`src/rtl/atr_switch_sequencer_if.sv`:
```
// ============================================================================
//  Module   : atr_switch_sequencer_if
//  Brief    : Settings bus, run flags and ATR/ready outputs of the sequencer.
//  Revision : 1.0
// ============================================================================
`default_nettype none

interface atr_switch_sequencer_if;
    logic        set_stb;
    logic [7:0]  set_addr;
    logic [31:0] set_data;
    logic        run_rx;
    logic        run_tx;
    logic        atr_rx;
    logic        atr_tx;
    logic        rx_ready;
    logic        tx_ready;
    logic        busy;
    logic [31:0] status;

    modport master (
        output set_stb, set_addr, set_data, run_rx, run_tx,
        input  atr_rx, atr_tx, rx_ready, tx_ready, busy, status
    );

    modport slave (
        input  set_stb, set_addr, set_data, run_rx, run_tx,
        output atr_rx, atr_tx, rx_ready, tx_ready, busy, status
    );
endinterface

`default_nettype wire

```
`src/rtl/atr_switch_sequencer.sv`:
```
// ============================================================================
//  Module   : atr_switch_sequencer
//  Brief    : Break-before-make RF switch sequencer with guard/settle timing.
//  Revision : 1.0
// ============================================================================
`default_nettype none

module atr_switch_sequencer #(
    parameter int          BASE           = 0,
    parameter logic [15:0] DEFAULT_GUARD  = 16'd32,
    parameter logic [15:0] DEFAULT_SETTLE = 16'd64
) (
    input logic                    clk,
    input logic                    reset,
    atr_switch_sequencer_if.slave  bus
);

    localparam logic [7:0] c_addr_guard  = 8'(BASE);
    localparam logic [7:0] c_addr_settle = 8'(BASE + 1);
    localparam logic [7:0] c_addr_ctrl   = 8'(BASE + 2);

    typedef enum logic [1:0] {
        IDLE   = 2'd0,
        BREAK  = 2'd1,
        MAKE   = 2'd2,
        ACTIVE = 2'd3
    } state_t;

    logic [15:0] r_guard;
    logic [15:0] r_settle;
    logic        r_enable;
    logic        r_fdx_allow;
    logic [1:0]  r_req;

    state_t      r_state;
    logic [1:0]  r_cur_mode;
    logic [15:0] r_count;
    logic [1:0]  r_atr;
    logic [1:0]  r_ready;
    logic        r_busy;

    logic [1:0]  w_target;
    state_t      w_make_state;
    logic [1:0]  w_make_ready;
    state_t      w_state_nxt;
    logic [1:0]  w_mode_nxt;
    logic [15:0] w_count_nxt;
    logic [1:0]  w_atr_nxt;
    logic [1:0]  w_ready_nxt;
    logic        w_unused_data;

    assign w_unused_data = &{1'b0, bus.set_data[31:16]};

    always_ff @(posedge clk or posedge reset) begin
        if (reset) begin
            r_guard     <= DEFAULT_GUARD;
            r_settle    <= DEFAULT_SETTLE;
            r_enable    <= 1'b1;
            r_fdx_allow <= 1'b1;
            r_req       <= 2'b00;
        end else begin
            r_req <= {bus.run_tx, bus.run_rx};
            if (bus.set_stb) begin
                if (bus.set_addr == c_addr_guard)
                    r_guard <= bus.set_data[15:0];
                if (bus.set_addr == c_addr_settle)
                    r_settle <= bus.set_data[15:0];
                if (bus.set_addr == c_addr_ctrl) begin
                    r_enable    <= bus.set_data[0];
                    r_fdx_allow <= bus.set_data[1];
                end
            end
        end
    end

    // Full duplex is only granted when allowed; otherwise TX takes the switch.
    always_comb begin
        w_target = r_req;
        if (r_req == 2'b11 && !r_fdx_allow)
            w_target = 2'b10;
    end

    // A zero settle time skips MAKE and grants ready on the same edge.
    assign w_make_state = (r_settle == 16'd0) ? ACTIVE : MAKE;
    assign w_make_ready = (r_settle == 16'd0) ? w_target : 2'b00;

    always_comb begin
        w_state_nxt = r_state;
        w_mode_nxt  = r_cur_mode;
        w_count_nxt = r_count;
        w_atr_nxt   = r_atr;
        w_ready_nxt = r_ready;

        if (!r_enable) begin
            w_state_nxt = IDLE;
            w_mode_nxt  = 2'b00;
            w_count_nxt = 16'd0;
            w_atr_nxt   = w_target;
            w_ready_nxt = w_target;
        end else if (r_state != IDLE && w_target == 2'b00) begin
            w_state_nxt = IDLE;
            w_mode_nxt  = 2'b00;
            w_count_nxt = 16'd0;
            w_atr_nxt   = 2'b00;
            w_ready_nxt = 2'b00;
        end else begin
            case (r_state)
                IDLE: begin
                    w_mode_nxt  = 2'b00;
                    w_count_nxt = 16'd0;
                    w_atr_nxt   = 2'b00;
                    w_ready_nxt = 2'b00;
                    if (w_target != 2'b00) begin
                        w_state_nxt = w_make_state;
                        w_mode_nxt  = w_target;
                        w_count_nxt = r_settle;
                        w_atr_nxt   = w_target;
                        w_ready_nxt = w_make_ready;
                    end
                end
                BREAK: begin
                    w_atr_nxt   = 2'b00;
                    w_ready_nxt = 2'b00;
                    // The mode made is whatever the target is when the guard expires.
                    if (r_count <= 16'd1) begin
                        w_state_nxt = w_make_state;
                        w_mode_nxt  = w_target;
                        w_count_nxt = r_settle;
                        w_atr_nxt   = w_target;
                        w_ready_nxt = w_make_ready;
                    end else begin
                        w_count_nxt = r_count - 16'd1;
                    end
                end
                default: begin
                    if (w_target != r_cur_mode) begin
                        if (r_guard == 16'd0) begin
                            w_state_nxt = w_make_state;
                            w_mode_nxt  = w_target;
                            w_count_nxt = r_settle;
                            w_atr_nxt   = w_target;
                            w_ready_nxt = w_make_ready;
                        end else begin
                            w_state_nxt = BREAK;
                            w_count_nxt = r_guard;
                            w_atr_nxt   = 2'b00;
                            w_ready_nxt = 2'b00;
                        end
                    end else if (r_state == MAKE) begin
                        if (r_count <= 16'd1) begin
                            w_state_nxt = ACTIVE;
                            w_count_nxt = 16'd0;
                            w_ready_nxt = r_cur_mode;
                        end else begin
                            w_count_nxt = r_count - 16'd1;
                        end
                    end
                end
            endcase
        end
    end

    always_ff @(posedge clk or posedge reset) begin
        if (reset) begin
            r_state    <= IDLE;
            r_cur_mode <= 2'b00;
            r_count    <= 16'd0;
            r_atr      <= 2'b00;
            r_ready    <= 2'b00;
            r_busy     <= 1'b0;
        end else begin
            r_state    <= w_state_nxt;
            r_cur_mode <= w_mode_nxt;
            r_count    <= w_count_nxt;
            r_atr      <= w_atr_nxt;
            r_ready    <= w_ready_nxt;
            r_busy     <= (w_state_nxt == BREAK) || (w_state_nxt == MAKE);
        end
    end

    assign bus.atr_rx   = r_atr[0];
    assign bus.atr_tx   = r_atr[1];
    assign bus.rx_ready = r_ready[0];
    assign bus.tx_ready = r_ready[1];
    assign bus.busy     = r_busy;
    assign bus.status   = {12'd0, r_state, r_cur_mode, r_count};

endmodule

`default_nettype wire

```
`src/flat_wrapper.sv`:
```
// flat-port wrapper written by rule: the top's interface ports become plain ports
module atr_switch_sequencer_flat 
#(
    parameter int          BASE           = 0,
    parameter logic [15:0] DEFAULT_GUARD  = 16'd32,
    parameter logic [15:0] DEFAULT_SETTLE = 16'd64
)
  (clk, reset, bus_set_stb, bus_set_addr, bus_set_data, bus_run_rx, bus_run_tx, bus_atr_rx, bus_atr_tx, bus_rx_ready, bus_tx_ready, bus_busy, bus_status);
  atr_switch_sequencer_if bus_i ();
  input logic clk;
  input logic reset;
  input wire logic [$bits(bus_i.set_stb)-1:0] bus_set_stb;
  input wire logic [$bits(bus_i.set_addr)-1:0] bus_set_addr;
  input wire logic [$bits(bus_i.set_data)-1:0] bus_set_data;
  input wire logic [$bits(bus_i.run_rx)-1:0] bus_run_rx;
  input wire logic [$bits(bus_i.run_tx)-1:0] bus_run_tx;
  output wire logic [$bits(bus_i.atr_rx)-1:0] bus_atr_rx;
  output wire logic [$bits(bus_i.atr_tx)-1:0] bus_atr_tx;
  output wire logic [$bits(bus_i.rx_ready)-1:0] bus_rx_ready;
  output wire logic [$bits(bus_i.tx_ready)-1:0] bus_tx_ready;
  output wire logic [$bits(bus_i.busy)-1:0] bus_busy;
  output wire logic [$bits(bus_i.status)-1:0] bus_status;
  assign bus_i.set_stb = bus_set_stb;
  assign bus_i.set_addr = bus_set_addr;
  assign bus_i.set_data = bus_set_data;
  assign bus_i.run_rx = bus_run_rx;
  assign bus_i.run_tx = bus_run_tx;
  assign bus_atr_rx = bus_i.atr_rx;
  assign bus_atr_tx = bus_i.atr_tx;
  assign bus_rx_ready = bus_i.rx_ready;
  assign bus_tx_ready = bus_i.tx_ready;
  assign bus_busy = bus_i.busy;
  assign bus_status = bus_i.status;
  atr_switch_sequencer #(.BASE(BASE), .DEFAULT_GUARD(DEFAULT_GUARD), .DEFAULT_SETTLE(DEFAULT_SETTLE)) u_core (.clk(clk), .reset(reset), .bus(bus_i));
endmodule
```
`config.mk`:
```
export PLATFORM = sky130hd
export DESIGN_NAME = atr_switch_sequencer_flat
export DESIGN_NICKNAME = d
export VERILOG_FILES = /design/src/rtl/atr_switch_sequencer_if.sv /design/src/rtl/atr_switch_sequencer.sv /design/src/flat_wrapper.sv
export SDC_FILE = /design/constraint.sdc
export NUM_CORES = 1
export LEC_CHECK = 0
export CAP_MARGIN = 20
export CORE_MARGIN = 4
export CORE_UTILIZATION = 32
export DETAILED_ROUTE_END_ITERATION = 12
export GPL_TIMING_DRIVEN = 0
export PLACE_DENSITY = 0.65
export SLEW_MARGIN = 0
export SYNTH_ARGS = -nofsm -noshare
export SYNTH_HDL_FRONTEND = slang
export SYNTH_SLANG_ARGS = --single-unit
```
`constraint.sdc`:
```
create_clock -name clk -period 6.39 [get_ports clk]
set_input_delay 1.917 -clock clk [delete_from_list [all_inputs] [get_ports clk]]
set_output_delay 1.917 -clock clk [all_outputs]
set_load 0.01 [all_outputs]
```
-- Word-level counts from Yosys, hierarchy flattened
Index checks and enable logic that the tools add are counted.
- flip-flop bits (word level): 61
- latch bits: 0
- memory bits (writable): 0
- memory bits (read-only): 0
- input bits: 45
- output and inout bits: 37
- word-level logic and storage cells: 85
- memories kept: 0
- add/subtract/negate cells: 1
- multiply operators: 0
- divide/modulo/power cells: 0
- $lt $le $gt $ge: 1
- equality and inequality tests: 13
- shift operators: 0
- multiplexer cells: 43
- bitwise logic cells: 0
- reduce and logical (&&, ||, !) cells: 16
- operators with widths (operator ; count):
    $mux W16 ; 8
    $mux W2 ; 29
    $logic_not A16 Y1 ; 2
    $pmux W16 S2 ; 1
    $le A16 B1 Y1 const B ; 1
    $pmux W2 S2 ; 4
    $sub A16 B1 Y16 const B ; 1
    $ne A6 B6 Y1 const B ; 2
    $ne A5 B5 Y1 const B ; 2
    $eq A8 B1 Y1 const B ; 1
    $eq A8 B2 Y1 const B ; 1
    $logic_not A8 Y1 ; 1
    $reduce_and A2 Y1 ; 4
    $eq A2 B2 Y1 const B ; 3
    $eq A2 B1 Y1 const B ; 2
    $logic_not A2 Y1 ; 2
    $ne A4 B4 Y1 const B ; 1
    $reduce_bool A2 Y1 ; 2
    $reduce_and A3 Y1 ; 1
    $logic_and A1 B1 Y1 ; 2
    $ne A2 B2 Y1 ; 1
    $logic_not A1 Y1 ; 1
    $logic_or A1 B1 Y1 ; 1
    $mux W1 ; 1

-- Longest topological paths before layout
Gate-level depths: netlist of the first run.
- depth after elaboration: 10
- gate-level depth with buffers: 9

-- Least setup slack after synthesis of the first run
No wires, ideal clock.
- path kind: in2reg
- start point: input bus_set_addr[5]
- end point: register u_core.r_guard[0]
- setup time: 125 ps
- arrival: 3487 ps
- required time: 6265 ps
- path slack: 2778 ps
- cell stages on the path: 5
- path buffers: 1
- cells stage by stage: nor4_1 -> nand3_1 -> nor3_1 -> buf_2 -> mux2_2
- longest elaborated chain between the ends: 2
- ends and longest elaborated chain (item ; line ; RTL):
    start, declared ; flat_wrapper.sv:13 ; input wire logic [$bits(bus_i.set_addr)-1:0] bus_set_addr;
    $logic_not A8 Y1 ; atr_switch_sequencer.sv:64 ; if (bus.set_addr == c_addr_guard)
    $reduce_and A2 Y1 (no line) ; n/a ;
    end signal, assigned ; atr_switch_sequencer.sv:65 ; r_guard <= bus.set_data[15:0];
    end, declared ; atr_switch_sequencer.sv:29 ; logic [15:0] r_guard;
No other way between the ends.
A chain may end at the register's enable or synchronous reset.

-- Worst setup path after layout of the first run
- start point: input bus_set_addr[5]
- end point: register u_core.r_guard[4]
The elaborated chain is that of the path after synthesis.

==> flow_summary.html, run 1 <==
<table>
<tr><th>Metric</th><th>Value</th></tr>
<tr><th colspan="2">Run status</th></tr>
<tr><td>Result of the run</td><td>complete, no violations</td></tr>
<tr><th colspan="2">Setup path</th></tr>
<tr><td>Kind of start point of the critical path</td><td>input port</td></tr>
<tr><td>Dominant delay contributor by cell family on the critical path</td><td>simple AND/OR/NAND/NOR gates</td></tr>
<tr><td>Slowest library cell on the worst path</td><td>nor3_1</td></tr>
<tr><td>Setup crit end kind</td><td>register</td></tr>
<tr><td>Delay of the slowest cell on the worst path</td><td>0.72 ns</td></tr>
<tr><td>Maximum fanout count along the critical path</td><td>10</td></tr>
<tr><td>Series of cell instances along the critical path</td><td>clkdlybuf4s50_1 -&gt; nor4_1 -&gt; nand3_1 -&gt; nor3_1 -&gt; buf_2 -&gt; mux2_2</td></tr>
<tr><td>Arrival time worst endpoint</td><td>4.23 ns</td></tr>
<tr><td>Req. time, crit path</td><td>6.62 ns</td></tr>
<tr><td>Type of the worst setup path</td><td>input port to register</td></tr>
<tr><td>Worst Path Buf+Inv</td><td>2</td></tr>
<tr><th colspan="2">Power and ir drop</th></tr>
<tr><td>Switching power as a share of total power</td><td>24.8%</td></tr>
<tr><td>Clock Power Share</td><td>43.3%</td></tr>
<tr><td>Worst vdd ir</td><td>0.101 mV</td></tr>
<tr><td>Pint</td><td>733 uW</td></tr>
<tr><td>Switching power of the nets</td><td>241 uW</td></tr>
<tr><td>Leakage component of the power</td><td>0.00199 uW</td></tr>
<tr><td>Power per unit of standard cell area</td><td>214 nW/um^2</td></tr>
<tr><td>Logic gate share of total power</td><td>14.1%</td></tr>
<tr><td>Share of total power in sequential cells</td><td>42.6%</td></tr>
<tr><th colspan="2">Worst hold path</th></tr>
<tr><td>Worst min-delay path class</td><td>register to register</td></tr>
<tr><th colspan="2">Clocking</th></tr>
<tr><td>CTS clock-pin slew for the worst setup and hold paths</td><td>0.06 ns</td></tr>
<tr><td>TritonCTS clock tree</td><td>built</td></tr>
<tr><td>CTS resizes</td><td>0</td></tr>
<tr><td>Maximum buffer depth of the clock tree</td><td>2</td></tr>
<tr><td>Max H-tree Level</td><td>3</td></tr>
<tr><td>Sink Count</td><td>61</td></tr>
<tr><td>Buffer type at the clock tree root</td><td>clkbuf_8</td></tr>
<tr><td>Total of hold buffers inserted after clock tree synthesis</td><td>0</td></tr>
<tr><td>Post-CTS Repair Setup Buffers</td><td>0</td></tr>
<tr><td>CTS buffer count</td><td>9</td></tr>
<tr><td>Source-to-sink clock delay at the later pin of the worst-skew pair</td><td>0.35 ns</td></tr>
<tr><th colspan="2">Global routing</th></tr>
<tr><td>Vias in the first global route</td><td>3047</td></tr>
<tr><td>Largest net degree at the start of global routing</td><td>45</td></tr>
<tr><td>Overall routing resource usage</td><td>15.7%</td></tr>
<tr><td>Antenna violations before repair</td><td>0</td></tr>
<tr><td>Wire length of the first global-routing pass</td><td>15900 microns</td></tr>
<tr><td>Leftover overflow at the end of global routing</td><td>0</td></tr>
<tr><th colspan="2">Finish</th></tr>
<tr><td>Cell area after layout</td><td>4550 sq um</td></tr>
<tr><td>Area added between synthesis and finish</td><td>28.5%</td></tr>
<tr><td>Post-route core utilization</td><td>41.9%</td></tr>
<tr><td>Net count of the finished layout</td><td>460</td></tr>
<tr><td>Number of diodes</td><td>0</td></tr>
<tr><td>Share of post-route cells with drive strength above 1</td><td>22.2%</td></tr>
<tr><th colspan="2">Logic synthesis</th></tr>
<tr><td>Fraction of registers with async set/reset</td><td>100%</td></tr>
<tr><td>Post-synth EDFFs</td><td>0</td></tr>
<tr><td>Proportion of synthesized chip area in sequential cells</td><td>43.3%</td></tr>
<tr><td>Mapped Cells</td><td>337</td></tr>
<tr><td>Mean instance size in the synthesized netlist</td><td>10.5 sq um</td></tr>
<tr><td>Post-Syn Area</td><td>3540 sq um</td></tr>
<tr><td>Post-synth top flop</td><td>dfrtp_1</td></tr>
<tr><td>Syn. warnings</td><td>0</td></tr>
<tr><td>Number of distinct standard cells referenced by the synthesized netlist</td><td>72</td></tr>
<tr><td>Register bit count reported by yosys</td><td>61</td></tr>
<tr><th colspan="2">Placement</th></tr>
<tr><td>Global placement routability congestion</td><td>0.859</td></tr>
<tr><td>Number of buffers inserted by port buffering</td><td>53</td></tr>
<tr><td>Post-DP HPWL</td><td>7410 microns</td></tr>
<tr><td>Post-detailed-placement cell area</td><td>4310 sq um</td></tr>
<tr><th colspan="2">Detailed routing</th></tr>
<tr><td>Count of nets left with antenna violations after detail routing</td><td>0</td></tr>
<tr><td>Total via count after detailed routing</td><td>3044</td></tr>
<tr><td>Routed wire length</td><td>9770 microns</td></tr>
<tr><td>Initial DRT Pass Iterations</td><td>5</td></tr>
<tr><td>Number of DRC violations after detailed-routing iteration 0</td><td>214</td></tr>
<tr><td>Residual DRC</td><td>0</td></tr>
<tr><td>Ratio of routed vias to standard cells</td><td>5.46</td></tr>
<tr><td>Per-cell routed wire length</td><td>17.5 microns</td></tr>
<tr><th colspan="2">Timing</th></tr>
<tr><td>RSZ-0062 raised after global routing</td><td>false</td></tr>
<tr><td>Final setup viols</td><td>0</td></tr>
<tr><td>Final critical delay including setup and external delays</td><td>4.00 ns</td></tr>
<tr><td>Relative max-transition margin</td><td>39.0%</td></tr>
<tr><td>Worst clock skew</td><td>0.00859 ns</td></tr>
<tr><td>Max frequency</td><td>250 MHz</td></tr>
<tr><td>Final total negative setup slack</td><td>0 ns</td></tr>
<tr><td>Count of final hold-check violations</td><td>0</td></tr>
<tr><td>Max Transition Viols Final</td><td>0</td></tr>
<tr><td>Slew of the pin with the lowest slew margin</td><td>0.908 ns</td></tr>
<tr><td>Final Cycle Share</td><td>62.5%</td></tr>
<tr><th colspan="2">Die</th></tr>
<tr><td>Area enclosed by the die boundary</td><td>12800 sq um</td></tr>
<tr><td>Placeable core area</td><td>10800 sq um</td></tr>
<tr><td>Chip Height</td><td>113 microns</td></tr>
<tr><td>I/O pin cnt</td><td>82</td></tr>
<tr><td>Width of the die</td><td>113 microns</td></tr>
<tr><td>Placement row count</td><td>38</td></tr>
<tr><td>Initial core utilization</td><td>32.6%</td></tr>
<tr><th colspan="2">Flow run</th></tr>
<tr><td>Number of max-cap violations</td><td>0</td></tr>
</table>
[metal layers]
metal / vias to the layer above / track usage [%] / routed length (microns)
li1: 1413 / - / -
met1: 1489 / 20.4 / 4380
met2: 123 / 25.0 / 4600
met3: 19 / 3.37 / 555
met4: 0 / 7.21 / 234
met5: - / 0 / 0
[final cells by class]
type / instances / area, sq um
Buffer: 27 / 210
Clock buffer: 12 / 145
Inverter: 6 / 22.5
Clock inverter: 4 / 95.1
Fill cell: 1078 / 6290
Timing Repair Buffer: 54 / 551
Multi-Input combinational cell: 254 / 1820
Sequential cell: 61 / 1530
Tap cell: 140 / 175
[worst min-delay path: stages (launching register included)]
cell and delay (ns):
dfrtp_1 0.35, a31oi_1 0.07, o21ai_1 0.06
[cells in the mapped netlist, types with 3 or more instances]
master      n  share of area, %
nand2b_1    4              0.71
nand3_1     6              0.85
nand2_1    18               1.9
a32o_1      5               1.4
o31ai_1     4              0.85
o21ai_0    15               2.1
o22ai_1     4              0.71
xnor2_1     5               1.2
and2_1      5              0.88
nor3_1     14               2.0
a31oi_1     4              0.71
nand4_1     3              0.53
nand3b_1    3              0.64
nor2_1     21               2.2
a21oi_1    21               3.0
dfstp_2     4               3.0
a32oi_1     5               1.2
buf_4      12               2.5
nor4_1     11               1.9
dfrtp_1    57                40
inv_1       6              0.64
xor2_1      3              0.74
clkbuf_8    4               1.6
o2bb2ai_1   3              0.74
a221oi_1    3              0.74
clkbuf_1    5              0.53
o221ai_1    3              0.74
a22oi_1     4              0.85
mux2_2     35                11
[logic make-up after synthesis]
kind of cell / count (synthesis) / synth area share, %
simple gates: 99 / 16.1
compound gates: 98 / 20.1
flops: 61 / 43.3
mux: 35 / 11.1
buf+inv: 33 / 6.58
xor+xnor: 8 / 1.98
fa+ha+maj: 2 / 0.707
other cells: 1 / 0.106
[state kept, by name (all words and copies together), names as in the netlist]
signal / flops
u_core.r_state: 2
u_core.r_cur_mode: 2
u_core.r_fdx_allow: 1
u_core.r_enable: 1
u_core.bus.busy: 1
u_core.r_atr: 2
u_core.r_settle: 16
u_core.r_guard: 16
u_core.r_count: 16
u_core.r_req: 2
u_core.r_ready: 2
[cell usage in the layout, fill, tap and decap left out, types with 4 or more instances in the layout]
cell type and count:
nand3_1 6, a22oi_1 4, clkbuf_1 7, o31ai_1 4
a31oi_1 4, clkbuf_8 14, xnor2_1 5, a32o_1 5
buf_4 12, mux2_2 35, and2_1 5, dfrtp_1 57
o22ai_1 4, a21oi_1 21, nor4_1 11, inv_1 5
a32oi_1 5, conb_1 12, clkdlybuf4s50_1 53, nor3_1 14
nor2_1 21, dfstp_2 4, nand2b_1 4, o21ai_0 15
nand2_1 18
[path summary, 6_finish.rpt]
check	from	cells after the start	to	slack [ns]
worst min-delay path	u_core.r_atr[0]	2	u_core.r_atr[0]	0.52
min in group asynchronous	reset	2	u_core.r_state[1]	1.87
worst min register to register	u_core.r_atr[0]	2	u_core.r_atr[0]	0.52
worst max register to register	u_core.r_state[1]	7	u_core.r_count[8]	3.74
worst max-delay path	bus_set_addr[5]	6	u_core.r_guard[4]	2.39
max in group asynchronous	reset	3	u_core.r_guard[5]	3.89
[stage by stage]
step | setup slack (ns) | hold slack (ns) | total power (uW) | instances
floorplan | 2.78 | 0.477 | 503 | 348
global placement | 1.91 | 0.494 | 554 | 541
detailed placement | 1.98 | 0.509 | 559 | 542
CTS | 2.35 | 0.527 | 979 | 558
global route | 2.03 | 0.544 | 1010 | 558
finish | 2.39 | 0.523 | 974 | 558
[power by group through the flow]
stage / Combinational [uW] / Clock, uW / Sequential [uW]
after global routing: 151 / 447 / 417
after CTS: 138 / 427 / 415
after floorplan: 85.0 / 0 / 418
after detailed placement: 137 / 0 / 422
final: 138 / 421 / 415
after global placement: 132 / 0 / 421
Note: power is estimated with default switching activity, not from simulation.
==> run 2: changes to the inputs <==
--- a/config.mk
+++ b/config.mk
@@ -10,7 +10,7 @@
 export CORE_UTILIZATION = 32
 export DETAILED_ROUTE_END_ITERATION = 12
 export GPL_TIMING_DRIVEN = 0
-export PLACE_DENSITY = 0.65
+export PLACE_DENSITY = 0.67
 export SLEW_MARGIN = 0
 export SYNTH_ARGS = -nofsm -noshare
 export SYNTH_HDL_FRONTEND = slang
==> constraint.sdc (replaced) <==
create_clock -name clk -period 3.41 [get_ports clk]
set_input_delay 1.023 -clock clk [delete_from_list [all_inputs] [get_ports clk]]
set_output_delay 1.023 -clock clk [all_outputs]
set_load 0.01 [all_outputs]
==> run 2 against run 1 <==
Net effect:
- via count rose by 1.5%
- non-clock buffer count is the same
- worst setup slack got worse by 2.1 ns
- largest power group is now registers
- wire length down 0.61%
- flip-flop and latch count stayed put
- clock power increased by 65%
- total power rose by 77%
- die area unchanged
==> flow_summary.html, run 2 (synthesis results as in run 1) <==
<table>
<tr><th>Metric</th><th>Value</th></tr>
<tr><th colspan="2">Detailed routing</th></tr>
<tr><td>Met3 Wirelength</td><td>637 microns (+15%)</td></tr>
<tr><td>M1 wire length</td><td>4300 microns (-1.6%)</td></tr>
<tr><td>Wire length on met2</td><td>4400 microns (-4.5%)</td></tr>
<tr><td>Initial DRT Pass Iterations</td><td>5 (unchanged)</td></tr>
<tr><td>Residual DRC</td><td>0 (unchanged)</td></tr>
<tr><td>Top layer in use</td><td>met4</td></tr>
<tr><td>Number of DRC violations after detailed-routing iteration 0</td><td>289 (+35%)</td></tr>
<tr><td>Routed wire length</td><td>9710 microns (-0.61%)</td></tr>
<tr><td>Count of nets left with antenna violations after detail routing</td><td>0 (unchanged)</td></tr>
<tr><td>Ratio of routed vias to standard cells</td><td>5.54 (+1.5%)</td></tr>
<tr><td>Total via count after detailed routing</td><td>3089 (+1.5%)</td></tr>
<tr><td>Per-cell routed wire length</td><td>17.4 microns (-0.61%)</td></tr>
<tr><th colspan="2">Global routing</th></tr>
<tr><td>Wire length of the first global-routing pass</td><td>15600 microns (-1.5%)</td></tr>
<tr><td>Overall routing resource usage</td><td>15.4% (-0.28 points)</td></tr>
<tr><td>Largest net degree at the start of global routing</td><td>45 (unchanged)</td></tr>
<tr><td>Vias in the first global route</td><td>3042 (-0.16%)</td></tr>
<tr><td>Antenna violations before repair</td><td>0 (unchanged)</td></tr>
<tr><td>Leftover overflow at the end of global routing</td><td>0 (unchanged)</td></tr>
<tr><th colspan="2">Setup path</th></tr>
<tr><td>Setup crit end kind</td><td>register</td></tr>
<tr><td>Delay of the slowest cell on the worst path</td><td>0.71 ns (about the same)</td></tr>
<tr><td>Worst Path Buf+Inv</td><td>2 (unchanged)</td></tr>
<tr><td>Series of cell instances along the critical path</td><td>clkdlybuf4s50_1 -&gt; nor4_1 -&gt; nand3_1 -&gt; nor3_1 -&gt; buf_2 -&gt; mux2_2</td></tr>
<tr><td>Kind of start point of the critical path</td><td>input port</td></tr>
<tr><td>Worst setup path startpoint</td><td>bus_set_addr[5]</td></tr>
<tr><td>Maximum fanout count along the critical path</td><td>10 (unchanged)</td></tr>
<tr><td>Type of the worst setup path</td><td>input port to register</td></tr>
<tr><td>Req. time, crit path</td><td>3.65 ns (-2.97 ns)</td></tr>
<tr><td>Launch instance of the worst register-to-register path</td><td>u_core.r_cur_mode[0]</td></tr>
<tr><td>Arrival time worst endpoint</td><td>3.33 ns (-0.90 ns)</td></tr>
<tr><td>Slowest library cell on the worst path</td><td>nor3_1</td></tr>
<tr><td>Dominant delay contributor by cell family on the critical path</td><td>simple AND/OR/NAND/NOR gates</td></tr>
<tr><th colspan="2">Clocking</th></tr>
<tr><td>Post-CTS Repair Setup Buffers</td><td>0 (unchanged)</td></tr>
<tr><td>CTS buffer count</td><td>9 (unchanged)</td></tr>
<tr><td>Maximum buffer depth of the clock tree</td><td>2 (unchanged)</td></tr>
<tr><td>Total of hold buffers inserted after clock tree synthesis</td><td>0 (unchanged)</td></tr>
<tr><td>Source-to-sink clock delay at the later pin of the worst-skew pair</td><td>0.35 ns (about the same)</td></tr>
<tr><td>Sink Count</td><td>61 (unchanged)</td></tr>
<tr><td>Buffer type at the clock tree root</td><td>clkbuf_8</td></tr>
<tr><td>Max H-tree Level</td><td>3 (unchanged)</td></tr>
<tr><td>CTS resizes</td><td>0 (unchanged)</td></tr>
<tr><td>TritonCTS clock tree</td><td>built</td></tr>
<tr><td>CTS clock-pin slew for the worst setup and hold paths</td><td>0.07 ns (about the same)</td></tr>
<tr><th colspan="2">Finish</th></tr>
<tr><td>Cell area after layout</td><td>4510 sq um (-0.74%)</td></tr>
<tr><td>Share of post-route cells with drive strength above 1</td><td>22.2% (unchanged)</td></tr>
<tr><td>Number of inserted filler cells in the final layout</td><td>1094 (+1.5%)</td></tr>
<tr><td>Net count of the finished layout</td><td>460 (unchanged)</td></tr>
<tr><td>Area added between synthesis and finish</td><td>27.5%</td></tr>
<tr><td>Most frequent cells in the layout</td><td>57 x dfrtp_1, 53 x clkdlybuf4s50_1, 35 x mux2_2</td></tr>
<tr><td>Most common cell after layout, fill and taps aside</td><td>dfrtp_1</td></tr>
<tr><td>Biggest registers after layout</td><td>u_core.r_count (16), u_core.r_guard (16), u_core.r_settle (16)</td></tr>
<tr><td>Number of diodes</td><td>0 (unchanged)</td></tr>
<tr><th colspan="2">Timing</th></tr>
<tr><td>Final Cycle Share</td><td>90.7%</td></tr>
<tr><td>Slew of the pin with the lowest slew margin</td><td>0.894 ns (-0.0135 ns)</td></tr>
<tr><td>RSZ-0062 raised after global routing</td><td>false</td></tr>
<tr><td>Max frequency</td><td>323 MHz</td></tr>
<tr><td>Final total negative setup slack</td><td>0 ns (unchanged)</td></tr>
<tr><td>Count of final hold-check violations</td><td>0 (unchanged)</td></tr>
<tr><td>Max Transition Viols Final</td><td>0 (unchanged)</td></tr>
<tr><td>Worst clock skew</td><td>0.0108 ns (+0.00218 ns)</td></tr>
<tr><td>Final setup viols</td><td>0 (unchanged)</td></tr>
<tr><td>Final critical delay including setup and external delays</td><td>3.09 ns</td></tr>
<tr><td>Relative max-transition margin</td><td>39.9% (+0.90 points)</td></tr>
<tr><th colspan="2">Flow run</th></tr>
<tr><td>Number of max-cap violations</td><td>0 (unchanged)</td></tr>
<tr><th colspan="2">Worst hold path</th></tr>
<tr><td>Origin of the worst min-delay path</td><td>u_core.r_ready[1]</td></tr>
<tr><td>Worst min-delay path class</td><td>register to register</td></tr>
<tr><th colspan="2">Placement</th></tr>
<tr><td>Post-DP HPWL</td><td>7390 microns (-0.26%)</td></tr>
<tr><td>Post-detailed-placement cell area</td><td>4310 sq um (unchanged)</td></tr>
<tr><td>Number of buffers inserted by port buffering</td><td>53 (unchanged)</td></tr>
<tr><td>Global placement routability congestion</td><td>0.876 (+2.1%)</td></tr>
<tr><th colspan="2">Die</th></tr>
<tr><td>Width of the die</td><td>113 microns (unchanged)</td></tr>
<tr><td>Placement row count</td><td>38 (unchanged)</td></tr>
<tr><td>Area enclosed by the die boundary</td><td>12800 sq um (unchanged)</td></tr>
<tr><td>I/O pin cnt</td><td>82 (unchanged)</td></tr>
<tr><td>Chip Height</td><td>113 microns (unchanged)</td></tr>
<tr><td>Placeable core area</td><td>10800 sq um (unchanged)</td></tr>
<tr><td>Initial core utilization</td><td>32.6% (unchanged)</td></tr>
<tr><th colspan="2">Power and ir drop</th></tr>
<tr><td>Leakage component of the power</td><td>0.00198 uW (-0.68%)</td></tr>
<tr><td>Power per unit of standard cell area</td><td>383 nW/um^2 (+79%)</td></tr>
<tr><td>Worst vdd ir</td><td>0.218 mV (+120%)</td></tr>
<tr><th colspan="2">Run status</th></tr>
<tr><td>Result of the run</td><td>complete, no violations</td></tr>
</table>
## run 2: cell count changes in the layout (fill, tap and decap cells not counted), sizes merged
cell / delta
bufinv: -1
clkbuf: -1
clkinv: +2
## run 2: through the flow
stage	cells	utilization (%)	total power [uW]	setup slack, ns	hold WS [ns]
after global placement	541	39.5	1040	-0.178	0.495
final	558	41.6	1730	0.316	0.521
after global routing	558	41.6	1800	0.0224	0.532
after detailed placement	542	39.7	1040	-0.103	0.511
after floorplan	348	-	942	0.692	0.477
after CTS	558	41.6	1740	0.288	0.529
## run 2: final timing paths
path	endpoint	slack, ns	cells after the start
worst max-delay path	u_core.r_guard[2]	0.32	6
worst min-delay path	u_core.r_ready[1]	0.52	1
worst max register to register	u_core.r_count[7]	0.79	7
worst min register to register	u_core.r_ready[1]	0.52	1
max in group asynchronous	u_core.r_guard[5]	1.82	3
min in group asynchronous	u_core.r_atr[1]	0.98	2
## run 2: power breakdown
group	internal, uW	switching [uW]	total [uW]	leakage [uW]
registers	752	26.2	778	0.000819
clock network	408	285	693	0.000107
logic	117	140	257	0.00105
## run 2: area by class of cell
cell class                 count  area (sq um)  share of cell area (%)
buffer                        27           210                    4.66
sequential                    61          1530                    33.9
timing repair buffer          54           551                    12.2
clock inverter                 5          75.1                    1.66
inverter                       6          22.5                   0.499
clock buffer                  11           131                    2.91
multi-input combinational    254          1820                    40.2
tap                          140           175                    3.88
## run 2: layer usage
layer,vias to the layer above,global-route usage [%]
met1,1488,20.3
met4,0,7.61
met5,-,0
met2,148,23.7
met3,33,3.58
li1,1420,-
==> run 3: changes to the inputs <==
--- a/config.mk
+++ b/config.mk
@@ -10,7 +10,8 @@
 export CORE_UTILIZATION = 32
 export DETAILED_ROUTE_END_ITERATION = 12
 export GPL_TIMING_DRIVEN = 0
-export PLACE_DENSITY = 0.67
+export MAX_ROUTING_LAYER = met4
+export PLACE_DENSITY = 0.65
 export SLEW_MARGIN = 0
 export SYNTH_ARGS = -nofsm -noshare
 export SYNTH_HDL_FRONTEND = slang
==> constraint.sdc (replaced) <==
create_clock -name clk -period 3.75 [get_ports clk]
set_input_delay 1.125 -clock clk [delete_from_list [all_inputs] [get_ports clk]]
set_output_delay 1.125 -clock clk [all_outputs]
set_load 0.01 [all_outputs]
==> run 3 against run 2 <==
Net effect:
- worst hold slack worse by 0.0080 ns
- sequential share of layout area is 0.10 points higher
- final area is 0.31% lower
- flip-flop and latch count stayed put
- worst setup slack better by 0.17 ns
- die area stayed put
- total power is 12% lower
- final cell count stayed put
- critical path type unchanged
==> flow_summary.html, run 3 (synthesis results as in run 1) <==
<table>
<tr><th>Metric</th><th>Value</th></tr>
<tr><th colspan="2">Detailed routing</th></tr>
<tr><td>Per-cell routed wire length</td><td>17.5 microns (+0.43%)</td></tr>
<tr><td>Initial DRT Pass Iterations</td><td>5 (unchanged)</td></tr>
<tr><td>Ratio of routed vias to standard cells</td><td>5.49 (-0.74%)</td></tr>
<tr><td>Residual DRC</td><td>0 (unchanged)</td></tr>
<tr><td>Count of nets left with antenna violations after detail routing</td><td>0 (unchanged)</td></tr>
<tr><td>Number of DRC violations after detailed-routing iteration 0</td><td>258 (-11%)</td></tr>
<tr><td>Routed wire length</td><td>9750 microns (+0.43%)</td></tr>
<tr><td>Total via count after detailed routing</td><td>3066 (-0.74%)</td></tr>
<tr><th colspan="2">Timing</th></tr>
<tr><td>Final Cycle Share</td><td>87.0%</td></tr>
<tr><td>Relative max-transition margin</td><td>35.5% (-4.4 points)</td></tr>
<tr><td>Final critical delay including setup and external delays</td><td>3.26 ns</td></tr>
<tr><td>Final total negative setup slack</td><td>0 ns (unchanged)</td></tr>
<tr><td>Final setup viols</td><td>0 (unchanged)</td></tr>
<tr><td>Max frequency</td><td>306 MHz</td></tr>
<tr><td>Count of final hold-check violations</td><td>0 (unchanged)</td></tr>
<tr><td>Slew of the pin with the lowest slew margin</td><td>0.960 ns (+0.0661 ns)</td></tr>
<tr><td>Max Transition Viols Final</td><td>0 (unchanged)</td></tr>
<tr><td>RSZ-0062 raised after global routing</td><td>false</td></tr>
<tr><td>Worst clock skew</td><td>0.00931 ns (-0.00146 ns)</td></tr>
<tr><th colspan="2">Clocking</th></tr>
<tr><td>Buffer type at the clock tree root</td><td>clkbuf_8</td></tr>
<tr><td>Sink Count</td><td>61 (unchanged)</td></tr>
<tr><td>TritonCTS clock tree</td><td>built</td></tr>
<tr><td>Post-CTS Repair Setup Buffers</td><td>0 (unchanged)</td></tr>
<tr><td>Total of hold buffers inserted after clock tree synthesis</td><td>0 (unchanged)</td></tr>
<tr><td>Max H-tree Level</td><td>3 (unchanged)</td></tr>
<tr><td>CTS clock-pin slew for the worst setup and hold paths</td><td>0.07 ns (about the same)</td></tr>
<tr><td>Maximum buffer depth of the clock tree</td><td>2 (unchanged)</td></tr>
<tr><td>Source-to-sink clock delay at the later pin of the worst-skew pair</td><td>0.34 ns (about the same)</td></tr>
<tr><td>CTS buffer count</td><td>9 (unchanged)</td></tr>
<tr><td>CTS resizes</td><td>0 (unchanged)</td></tr>
<tr><th colspan="2">Setup path</th></tr>
<tr><td>Setup crit end kind</td><td>register</td></tr>
<tr><td>Worst Path Buf+Inv</td><td>2 (unchanged)</td></tr>
<tr><td>Dominant delay contributor by cell family on the critical path</td><td>simple AND/OR/NAND/NOR gates</td></tr>
<tr><td>Type of the worst setup path</td><td>input port to register</td></tr>
<tr><td>Arrival time worst endpoint</td><td>3.49 ns (+0.16 ns)</td></tr>
<tr><td>Series of cell instances along the critical path</td><td>clkdlybuf4s50_1 -&gt; nor4_1 -&gt; nand3_1 -&gt; nor3_1 -&gt; buf_2 -&gt; mux2_2</td></tr>
<tr><td>Slowest library cell on the worst path</td><td>nor3_1</td></tr>
<tr><td>Kind of start point of the critical path</td><td>input port</td></tr>
<tr><td>Delay of the slowest cell on the worst path</td><td>0.76 ns (+0.05 ns)</td></tr>
<tr><td>Req. time, crit path</td><td>3.98 ns (+0.33 ns)</td></tr>
<tr><td>Maximum fanout count along the critical path</td><td>10 (unchanged)</td></tr>
<tr><th colspan="2">Power and ir drop</th></tr>
<tr><td>Share of total power in sequential cells</td><td>46.4% (+1.4 points)</td></tr>
<tr><td>Switching power of the nets</td><td>409 uW (-9.3%)</td></tr>
<tr><td>Pint</td><td>1110 uW (-13%)</td></tr>
<tr><td>Power per unit of standard cell area</td><td>338 nW/um^2 (-12%)</td></tr>
<tr><td>Leakage component of the power</td><td>0.00197 uW (-0.54%)</td></tr>
<tr><td>Switching power as a share of total power</td><td>26.9% (+0.76 points)</td></tr>
<tr><td>Worst vdd ir</td><td>0.139 mV (-37%)</td></tr>
<tr><td>Logic gate share of total power</td><td>15.4% (+0.5 points)</td></tr>
<tr><td>Clock Power Share</td><td>38.1% (-2.0 points)</td></tr>
<tr><th colspan="2">Finish</th></tr>
<tr><td>Cell area after layout</td><td>4500 sq um (-0.31%)</td></tr>
<tr><td>Most common cell after layout, fill and taps aside</td><td>dfrtp_1</td></tr>
<tr><td>Number of inserted filler cells in the final layout</td><td>1096 (+0.18%)</td></tr>
<tr><td>Net count of the finished layout</td><td>460 (unchanged)</td></tr>
<tr><td>Most frequent cells in the layout</td><td>57 x dfrtp_1, 53 x clkdlybuf4s50_1, 35 x mux2_2</td></tr>
<tr><td>Area added between synthesis and finish</td><td>27.1%</td></tr>
<tr><td>Biggest registers after layout</td><td>u_core.r_count (16), u_core.r_guard (16), u_core.r_settle (16)</td></tr>
<tr><td>Share of post-route cells with drive strength above 1</td><td>22.2% (unchanged)</td></tr>
<tr><td>Number of diodes</td><td>0 (unchanged)</td></tr>
<tr><th colspan="2">Die</th></tr>
<tr><td>I/O pin cnt</td><td>82 (unchanged)</td></tr>
<tr><td>Placeable core area</td><td>10800 sq um (unchanged)</td></tr>
<tr><td>Area enclosed by the die boundary</td><td>12800 sq um (unchanged)</td></tr>
<tr><td>Chip Height</td><td>113 microns (unchanged)</td></tr>
<tr><td>Placement row count</td><td>38 (unchanged)</td></tr>
<tr><td>Initial core utilization</td><td>32.6% (unchanged)</td></tr>
<tr><td>Width of the die</td><td>113 microns (unchanged)</td></tr>
<tr><th colspan="2">Global routing</th></tr>
<tr><td>Antenna violations before repair</td><td>0 (unchanged)</td></tr>
<tr><td>Wire length of the first global-routing pass</td><td>15400 microns (-1.3%)</td></tr>
<tr><td>Vias in the first global route</td><td>2956 (-2.8%)</td></tr>
<tr><td>Leftover overflow at the end of global routing</td><td>0 (unchanged)</td></tr>
<tr><td>Overall routing resource usage</td><td>15.7% (+0.27 points)</td></tr>
<tr><td>Largest net degree at the start of global routing</td><td>44 (-2.2%)</td></tr>
<tr><th colspan="2">Placement</th></tr>
<tr><td>Number of buffers inserted by port buffering</td><td>53 (unchanged)</td></tr>
<tr><td>Global placement routability congestion</td><td>0.872 (-0.46%)</td></tr>
<tr><td>Post-DP HPWL</td><td>7470 microns (+1.0%)</td></tr>
<tr><td>Post-detailed-placement cell area</td><td>4310 sq um (unchanged)</td></tr>
<tr><th colspan="2">Worst hold path</th></tr>
<tr><td>Worst min-delay path class</td><td>register to register</td></tr>
<tr><th colspan="2">Flow run</th></tr>
<tr><td>Number of max-cap violations</td><td>0 (unchanged)</td></tr>
<tr><th colspan="2">Run status</th></tr>
<tr><td>Result of the run</td><td>complete, no violations</td></tr>
</table>
## run 3: changes by cell type in the layout (fill, tap and decap cells not counted), sizes merged
cell      delta
bufinv       -1
clkinvlp     +1
clkinv       -1
clkbuf       +1
## run 3: area by class of cell
cell class / count / area, sq um / share of cell area [%]
Inverter: 6 / 22.5 / 0.501
Clock buffer: 12 / 145 / 3.23
Multi-Input combinational cell: 254 / 1820 / 40.4
Tap cell: 140 / 175 / 3.89
Buffer: 27 / 210 / 4.67
Timing Repair Buffer: 54 / 551 / 12.2
Sequential cell: 61 / 1530 / 34.0
Clock inverter: 4 / 47.5 / 1.06
## run 3: metal layers
metal / part of all wire (%) / global-route usage, % / wire length, microns / up-vias
li1: - / - / - / 1425
met1: 44 / 20.3 / 4300 / 1517
met2: 47 / 24.0 / 4620 / 106
met3: 6.6 / 3.96 / 640 / 18
met4: 1.9 / 5.21 / 189 / 0
met5: 0 / - / 0 / -
## run 3: power by group through the flow
stage / clock network (uW) / registers (uW) / logic [uW]
final: 581 / 707 / 235
after global routing: 624 / 709 / 256
after CTS: 588 / 706 / 234
after detailed placement: 0 / 719 / 233
after global placement: 0 / 718 / 226
after floorplan: 0 / 712 / 145
## run 3: metrics by stage
stage | utilization, % | setup slack (ns) | cells | hold WS (ns) | total power [uW]
final | 41.5 | 0.486 | 558 | 0.513 | 1520
after global routing | 41.5 | 0.343 | 558 | 0.533 | 1590
after CTS | 41.5 | 0.481 | 558 | 0.517 | 1530
after detailed placement | 39.7 | 0.136 | 542 | 0.498 | 952
after global placement | 39.5 | 0.0578 | 541 | 0.495 | 944
after floorplan | - | 0.930 | 348 | 0.477 | 857
## run 3: final timing paths
kind	start	endpoint	slack (ns)	depth (start not counted)
setup / recovery	bus_set_addr[5]	u_core.r_guard[1]	0.49	6
hold / removal	u_core.r_ready[1]	u_core.r_ready[1]	0.51	1
setup reg to reg	u_core.r_req[0]	u_core.r_count[10]	1.11	8
hold reg to reg	u_core.r_ready[1]	u_core.r_ready[1]	0.51	1
max in group asynchronous	reset	u_core.r_guard[5]	2.02	3
min in group asynchronous	reset	u_core.r_req[0]	1.10	2
